## src/rtl/argmax_pkg.sv

```systemverilog
// Shared types and sizing helpers for the argmax/argmin family.
package argmax_pkg;

    // Frame FSM: collecting samples, or holding a finished result.
    typedef enum logic [0:0] {
        ACCUM = 1'b0,
        DONE  = 1'b1
    } state_t;

    // Index width for an n-entry frame; never narrower than one bit.
    function automatic int idx_width(input int n);
        return (n < 2) ? 1 : $clog2(n);
    endfunction

    localparam int DEFAULT_NUM_INPUTS = 16;
    localparam int DEFAULT_IDX_WIDTH  = idx_width(DEFAULT_NUM_INPUTS);

endpackage

```

## src/rtl/serial_argmax_signed_compare_update.sv

```systemverilog
// signed_compare_update: picks the running extreme of a signed stream.
// Macro SERIAL_ARGMAX_ARGMIN_EN flips the compare to strict less-than
// (running minimum). The strict compare keeps the earlier index on ties.
module signed_compare_update #(
    parameter int WIDTH     = 5,
    parameter int IDX_WIDTH = 4
) (
    input  logic signed [WIDTH-1:0]     candidate,
    input  logic        [IDX_WIDTH-1:0] candidate_idx,
    input  logic signed [WIDTH-1:0]     current,
    input  logic        [IDX_WIDTH-1:0] current_idx,
    input  logic                        first,
    output logic signed [WIDTH-1:0]     next_value,
    output logic        [IDX_WIDTH-1:0] next_idx
);

    logic better;

    // Take the candidate on the first beat of a frame or when it strictly wins.
    always_comb begin
`ifdef SERIAL_ARGMAX_ARGMIN_EN
        better = candidate < current;
`else
        better = candidate > current;
`endif
        if (first || better) begin
            next_value = candidate;
            next_idx   = candidate_idx;
        end else begin
            next_value = current;
            next_idx   = current_idx;
        end
    end

endmodule

```

## src/rtl/serial_argmax_signed.sv

```systemverilog
// serial_argmax_signed: streaming argmax over NUM_INPUTS signed samples,
// one sample per accepted beat, one result beat per frame.
// Macro SERIAL_ARGMAX_ARGMIN_EN turns it into an argmin (same ports).
module serial_argmax_signed
    import argmax_pkg::*;
#(
    parameter int WIDTH      = 5,
    parameter int NUM_INPUTS = DEFAULT_NUM_INPUTS,
    parameter int IDX_WIDTH  = idx_width(NUM_INPUTS)
) (
    input  logic                        clk,
    input  logic                        rst,
    input  logic                        in_valid,
    output logic                        in_ready,
    input  logic signed [WIDTH-1:0]     in_data,
    output logic                        out_valid,
    input  logic                        out_ready,
    output logic signed [WIDTH-1:0]     max,
    output logic        [IDX_WIDTH-1:0] argmax
);

    localparam logic [IDX_WIDTH-1:0] LAST_IDX = IDX_WIDTH'(NUM_INPUTS - 1);

    state_t                    state, state_nxt;
    logic   [IDX_WIDTH-1:0]    idx;
    logic                      accept;
    logic signed [WIDTH-1:0]   upd_value;
    logic   [IDX_WIDTH-1:0]    upd_idx;

    signed_compare_update #(
        .WIDTH     (WIDTH),
        .IDX_WIDTH (IDX_WIDTH)
    ) u_cmp (
        .candidate     (in_data),
        .candidate_idx (idx),
        .current       (max),
        .current_idx   (argmax),
        .first         (idx == '0),
        .next_value    (upd_value),
        .next_idx      (upd_idx)
    );

    // State register; reset drops any partial frame back into ACCUM.
    always_ff @(posedge clk or posedge rst) begin
        if (rst) state <= ACCUM;
        else     state <= state_nxt;
    end

    // Next state and handshake outputs, decoded from state only.
    always_comb begin
        state_nxt = state;
        in_ready  = 1'b0;
        out_valid = 1'b0;
        accept    = 1'b0;
        case (state)
            ACCUM: begin
                in_ready = 1'b1;
                accept   = in_valid;
                if (in_valid && idx == LAST_IDX) state_nxt = DONE;
            end
            DONE: begin
                out_valid = 1'b1;
                if (out_ready) state_nxt = ACCUM;
            end
            default: state_nxt = ACCUM;
        endcase
    end

    // Running extreme and frame index; only accepted beats move them.
    always_ff @(posedge clk or posedge rst) begin
        if (rst) begin
            idx    <= '0;
            max    <= '0;
            argmax <= '0;
        end else if (accept) begin
            max    <= upd_value;
            argmax <= upd_idx;
            idx    <= (idx == LAST_IDX) ? '0 : idx + 1'b1;
        end
    end

endmodule
```

## config.mk

```make
export PLATFORM = sky130hd
export DESIGN_NAME = serial_argmax_signed
export DESIGN_NICKNAME = d
export VERILOG_FILES = /design/src/rtl/argmax_pkg.sv /design/src/rtl/serial_argmax_signed_compare_update.sv /design/src/rtl/serial_argmax_signed.sv
export SDC_FILE = /design/constraint.sdc
export NUM_CORES = 1
export LEC_CHECK = 0
export BUFFER_PORTS_ARGS = -buffer_cell sky130_fd_sc_hd__buf_2
export CAP_MARGIN = 40
export CORE_ASPECT_RATIO = 1.25
export CORE_MARGIN = 4
export CORE_UTILIZATION = 45
export CTS_CLUSTER_SIZE = 25
export DETAILED_ROUTE_END_ITERATION = 16
export PLACE_DENSITY = 0.66
export SKIP_LAST_GASP = 1
export SLEW_MARGIN = 20
export SYNTH_ARGS = -nofsm -noshare
export SYNTH_HDL_FRONTEND = slang
export SYNTH_SLANG_ARGS = --single-unit
```

## constraint.sdc

```tcl
create_clock -name clk -period 4.1 [get_ports clk]
set_input_delay 0.205 -clock clk [delete_from_list [all_inputs] [get_ports clk]]
set_output_delay 0.205 -clock clk [all_outputs]
set_load 0.1 [all_outputs]
```

* Word-level counts from Yosys, hierarchy flattened
Index checks and enable logic that the tools add are counted.
Operators by class: add/sub/neg operators 1, multipliers 0, divide/modulo/power cells 0, magnitude comparators 1, equality and inequality tests 1, shift operators 0, muxes and demuxes 7, bitwise logic cells 1, reductions and logical operators 4
Operators by type and width (number):
- 5-bit > comparator | 1
- 1-bit 2-to-1 mux | 5
- 4-bit by 1-bit adder with 4-bit output (second input constant) | 1
- 4-bit equality test (second input constant) | 1
- 4-bit logical NOT | 1
- 4-bit 2-to-1 mux | 1
- 1-bit case mux with 2 select lines | 1
- 2-bit AND reduction | 1
- 1-bit logical AND | 1
- 1-bit logical OR | 1
- 1-bit NOT | 1
Word-level totals: register bits 14, bits in latches 0, RAM bits 0, ROM bits 0, bits of input ports 9, output and inout bits 11, memories 0

* Longest topological paths before layout
word-level depth 4, gate-level depth with buffers 6

* Modules after synthesis
A second synthesis with hierarchy kept.
Unflattened totals: cell total of the unflattened synthesis 74, area, all modules 893.4 um2
By module, submodules not included:
- serial_argmax_signed | times used 1, cells an instance 46, area each 625.6 um2, sequential area each 350.3 um2
- signed_compare_update | times used 1, cells an instance 28, area each 267.8 um2, sequential area each 0.0 um2

* Least setup slack after synthesis
Ideal clock, no wire load.
path kind register to register, start reg max[3], end reg max[0], setup time 126 ps, arrival 2281 ps, data required time 3974 ps, path slack 1693 ps, stages on the path, launching flop included 7, cells stage by stage dfrtp_1 > inv_1 > ha_1 > nand3_1 > or2_1 > a31oi_4 > mux2_2
On the way: word-level cells in the longest chain between the ends 3
Ends and longest elaborated chain:
- start, declared | RTL line serial_argmax_signed.sv:18 | output logic signed [WIDTH-1:0] max,
- start signal, assigned | RTL line serial_argmax_signed.sv:76 | max <= upd_value;
- 5-bit > comparator | RTL line serial_argmax_signed_compare_update.sv:24 | better = candidate > current;
- 1-bit logical OR | RTL line serial_argmax_signed_compare_update.sv:26 | if (first || better) begin
- 2-bit AND reduction (no line)
Every way passes these cells. A chain may end at the register's enable or synchronous reset.

* Final worst setup path
start reg max[2], end reg max[2]
Same word-level chain as after synthesis.

==> impl_metrics.env <==
export IMPL_die_x_um=45.3
export IMPL_grt_use_total_pct=14.3
export IMPL_syn_avg_cell_area_um2=11.7
export IMPL_hp_start="out_ready"
export IMPL_drc=0
export IMPL_ys_seq_elements=14
export IMPL_dpl_cell_area_um2=900
export IMPL_gp_congestion=0.736
export IMPL_nets=108
export IMPL_critPathSlowestCell="dfrtp_1"
export IMPL_timing_final_crit_share_pct=45.7
export IMPL_relSlewSlack_pct=64.2
export IMPL_synth_xor_area_share_pct=1.12
export IMPL_drtPass1Iterations=2
export IMPL_synth_simple_gate_area_share_pct=14.6
export IMPL_reg2reg_depth=6
export IMPL_yosysTopAreaCell="dfrtp_1"
export IMPL_worst_pin_slew_ps=537
export IMPL_synth_distinct_cells=21
export IMPL_drt_total_wl_um=1380
export IMPL_critPathMaxFanout=7
export IMPL_worstPathArrival_ps=2060
export IMPL_hold_class="input pin to flip-flop"
export IMPL_cp_required_ps=4280
export IMPL_fin_worst_skew_ps=6.82
export IMPL_first_iter_violations=1
export IMPL_ctsHtreeMaxLevel=1
export IMPL_area_delta_synth_final_pct=21.0
export IMPL_ios=20
export IMPL_wl_per_cell_um=12.6
export IMPL_grt_max_degree=15
export IMPL_clock_latency_ps=290
export IMPL_grt_pass1_vias=537
export IMPL_regToRegStartpoint="max[2]$_DFFE_PP0P_"
export IMPL_clk_pin_slew_worst_paths_ps=100
export IMPL_clock_sinks=14
export IMPL_cts_resized_gates=0
export IMPL_rows=16
export IMPL_hold_viol=0
export IMPL_end_kind="flip-flop"
export IMPL_overflow=0
export IMPL_status="completed"
export IMPL_reg2reg_slack_ps=2230
export IMPL_fill_cells=148
export IMPL_drtAntennaViolNets=0
export IMPL_vias=560
export IMPL_holdBufCountCts=1
export IMPL_die_area_um2=2470
export IMPL_yosys_top_cells_area="dfrtp_1, mux2_2, ha_1, inv_1, nor4b_4"
export IMPL_synth_top_cell_area_share_pct=44.8
export IMPL_synth_warnings=0
export IMPL_startpoint_type="flip-flop"
export IMPL_design_area_um2=946
export IMPL_synth_mux_area_fraction_pct=13.0
export IMPL_max_cap_violations=0
export IMPL_grt_pass1_wl_um=2390
export IMPL_fp_coreArea_um2=1600
export IMPL_maxSlewViolCount=0
export IMPL_tns_ps=0
export IMPL_fmax_ghz=0.534
export IMPL_cts_setup_buffers=0
export IMPL_numCtsBuffers=3
export IMPL_clk_path_buf_depth=2
export IMPL_synth_compound_area_share_pct=10.1
export IMPL_viasPerCell=5.14
export IMPL_synth_cells=67
export IMPL_syn_nets=83
export IMPL_dp_hpwl_um=1090
export IMPL_rr_endpoint="max[2]$_DFFE_PP0P_"
export IMPL_cp_cell_sequence="inv_1 > ha_1 > nand3_1 > or2_1 > a31oi_4 > mux2_2"
export IMPL_finalCriticalPeriod_ps=1870
export IMPL_cp_startpoint="max[2]$_DFFE_PP0P_"
export IMPL_antenna_found_initial=0
export IMPL_synth_top_family_by_area="simple AND/OR/NAND/NOR gates"
export IMPL_slowest_delay_ps=380
export IMPL_root_buffer="clkbuf_4"
export IMPL_port_buffers=19
export IMPL_netlist_area_um2=782
export IMPL_yosys_area_share_adder_pct=11.2
export IMPL_antenna_cells=0
export IMPL_final_util_pct=59.1
export IMPL_setup_viol=0
export IMPL_seq_area_frac_synth_pct=44.8
export IMPL_die_height_um=54.6
export IMPL_final_layout_size_suffix_gt1_share_pct=41.8
export IMPL_cp_endpoint="max[2]$_DFFE_PP0P_"
export IMPL_floorplan_initialDensity_pct=48.8
export IMPL_critPathKind="flip-flop to flip-flop"
export IMPL_min_delay_path_depth=2
export IMPL_tritoncts="built"
export IMPL_rsz0062_at_grt="no"
[placed cells by master, fill, tap and decap left out]
cell            n
buf_2          19
dfrtp_1        14
inv_1          11
mux2_2          9
ha_1            7
nand2_1         4
nand3_1         3
a21oi_1         3
clkbuf_4        3
nor2b_1         2
o21ai_0         2
nor3b_2         1
o221ai_1        1
or2_1           1
nand2b_4        1
nor4b_4         1
a31oi_4         1
and2b_2         1
o41ai_1         1
o22ai_1         1
and3_1          1
a21o_2          1
xnor2_1         1
clkbuf_8        1
dlygate4sd3_1   1
[metrics by stage]
stage / setup slack (ps) / hold WS, ps / instances
2_1_floorplan: 1690 / 94.2 / 67
3_3_place_gp: 2250 / 285 / 104
3_5_place_dp: 2200 / 277 / 104
4_1_cts: 2190 / 77.9 / 109
5_1_grt: 2100 / 99.3 / 109
6_report: 2230 / 85.6 / 109
[registers in the layout, summed over array words and instances (netlist names)]
name    flops
argmax      4
max         5
idx         4
state       1
[synth_stat cells]
library cell and n:
mux2_2 9, and3_1 1, o41ai_1 1, dfrtp_1 14, inv_1 11, nand3_1 3
a21oi_1 3, and2b_2 1, nand2_1 4, o21ai_0 2, or2_1 1, nor2b_1 2
xnor2_1 1, ha_1 7, nor4b_4 1, nor3b_2 1, a31oi_4 1, nand2b_4 1
o22ai_1 1, a21o_2 1, o221ai_1 1
[cell type report]
class | count | area, um^2 | area share, %
multi-input cells | 42 | 390 | 41.3
flip-flops and latches | 14 | 350 | 37.0
repair buffers | 20 | 105 | 11.1
inverters | 11 | 41.3 | 4.37
clock buffers | 4 | 36.3 | 3.84
well taps | 18 | 22.5 | 2.38
[cells by family (layout without fill, tap and decap cells)]
kind of cell	after synthesis	after routing
simple gates	15	15
mux	9	9
flops	14	14
buf+inv	11	35
xor+xnor	1	1
compound gates	10	10
fa+ha+maj	7	7
[routing by layer]
metal  share of wire (%)  track usage (%)  up-vias
met4                 2.9             8.78        0
met5                   0                0        -
met2                  49             23.8       13
met3                 4.6             4.28        5
met1                  44             15.8      262
li1                    -                -      280
[worst max-delay path, delay by kind of cell (launching register included)]
kind	cells	cell delay [ps]
flip-flops	1	380
AO/OA/AOI/OAI	1	300
buffers and inverters	1	50
multiplexers	1	380
adder cells (fa/ha/maj)	1	280
AND/OR/NAND/NOR	2	370
[worst min path at each step]
| stage | end |
|---|---|
| after floorplan | argmax[0]$_DFFE_PP0P_ |
| after global routing | state$_DFF_PP0_ |
| after global placement | max[4]$_DFFE_PP0P_ |
| final | state$_DFF_PP0_ |
| after CTS | state$_DFF_PP0_ |
| after detailed placement | max[3]$_DFFE_PP0P_ |
Power is left out: the tool's default activity adds up to more than one toggle a clock period on the data nets, which glitch-free logic cannot reach.
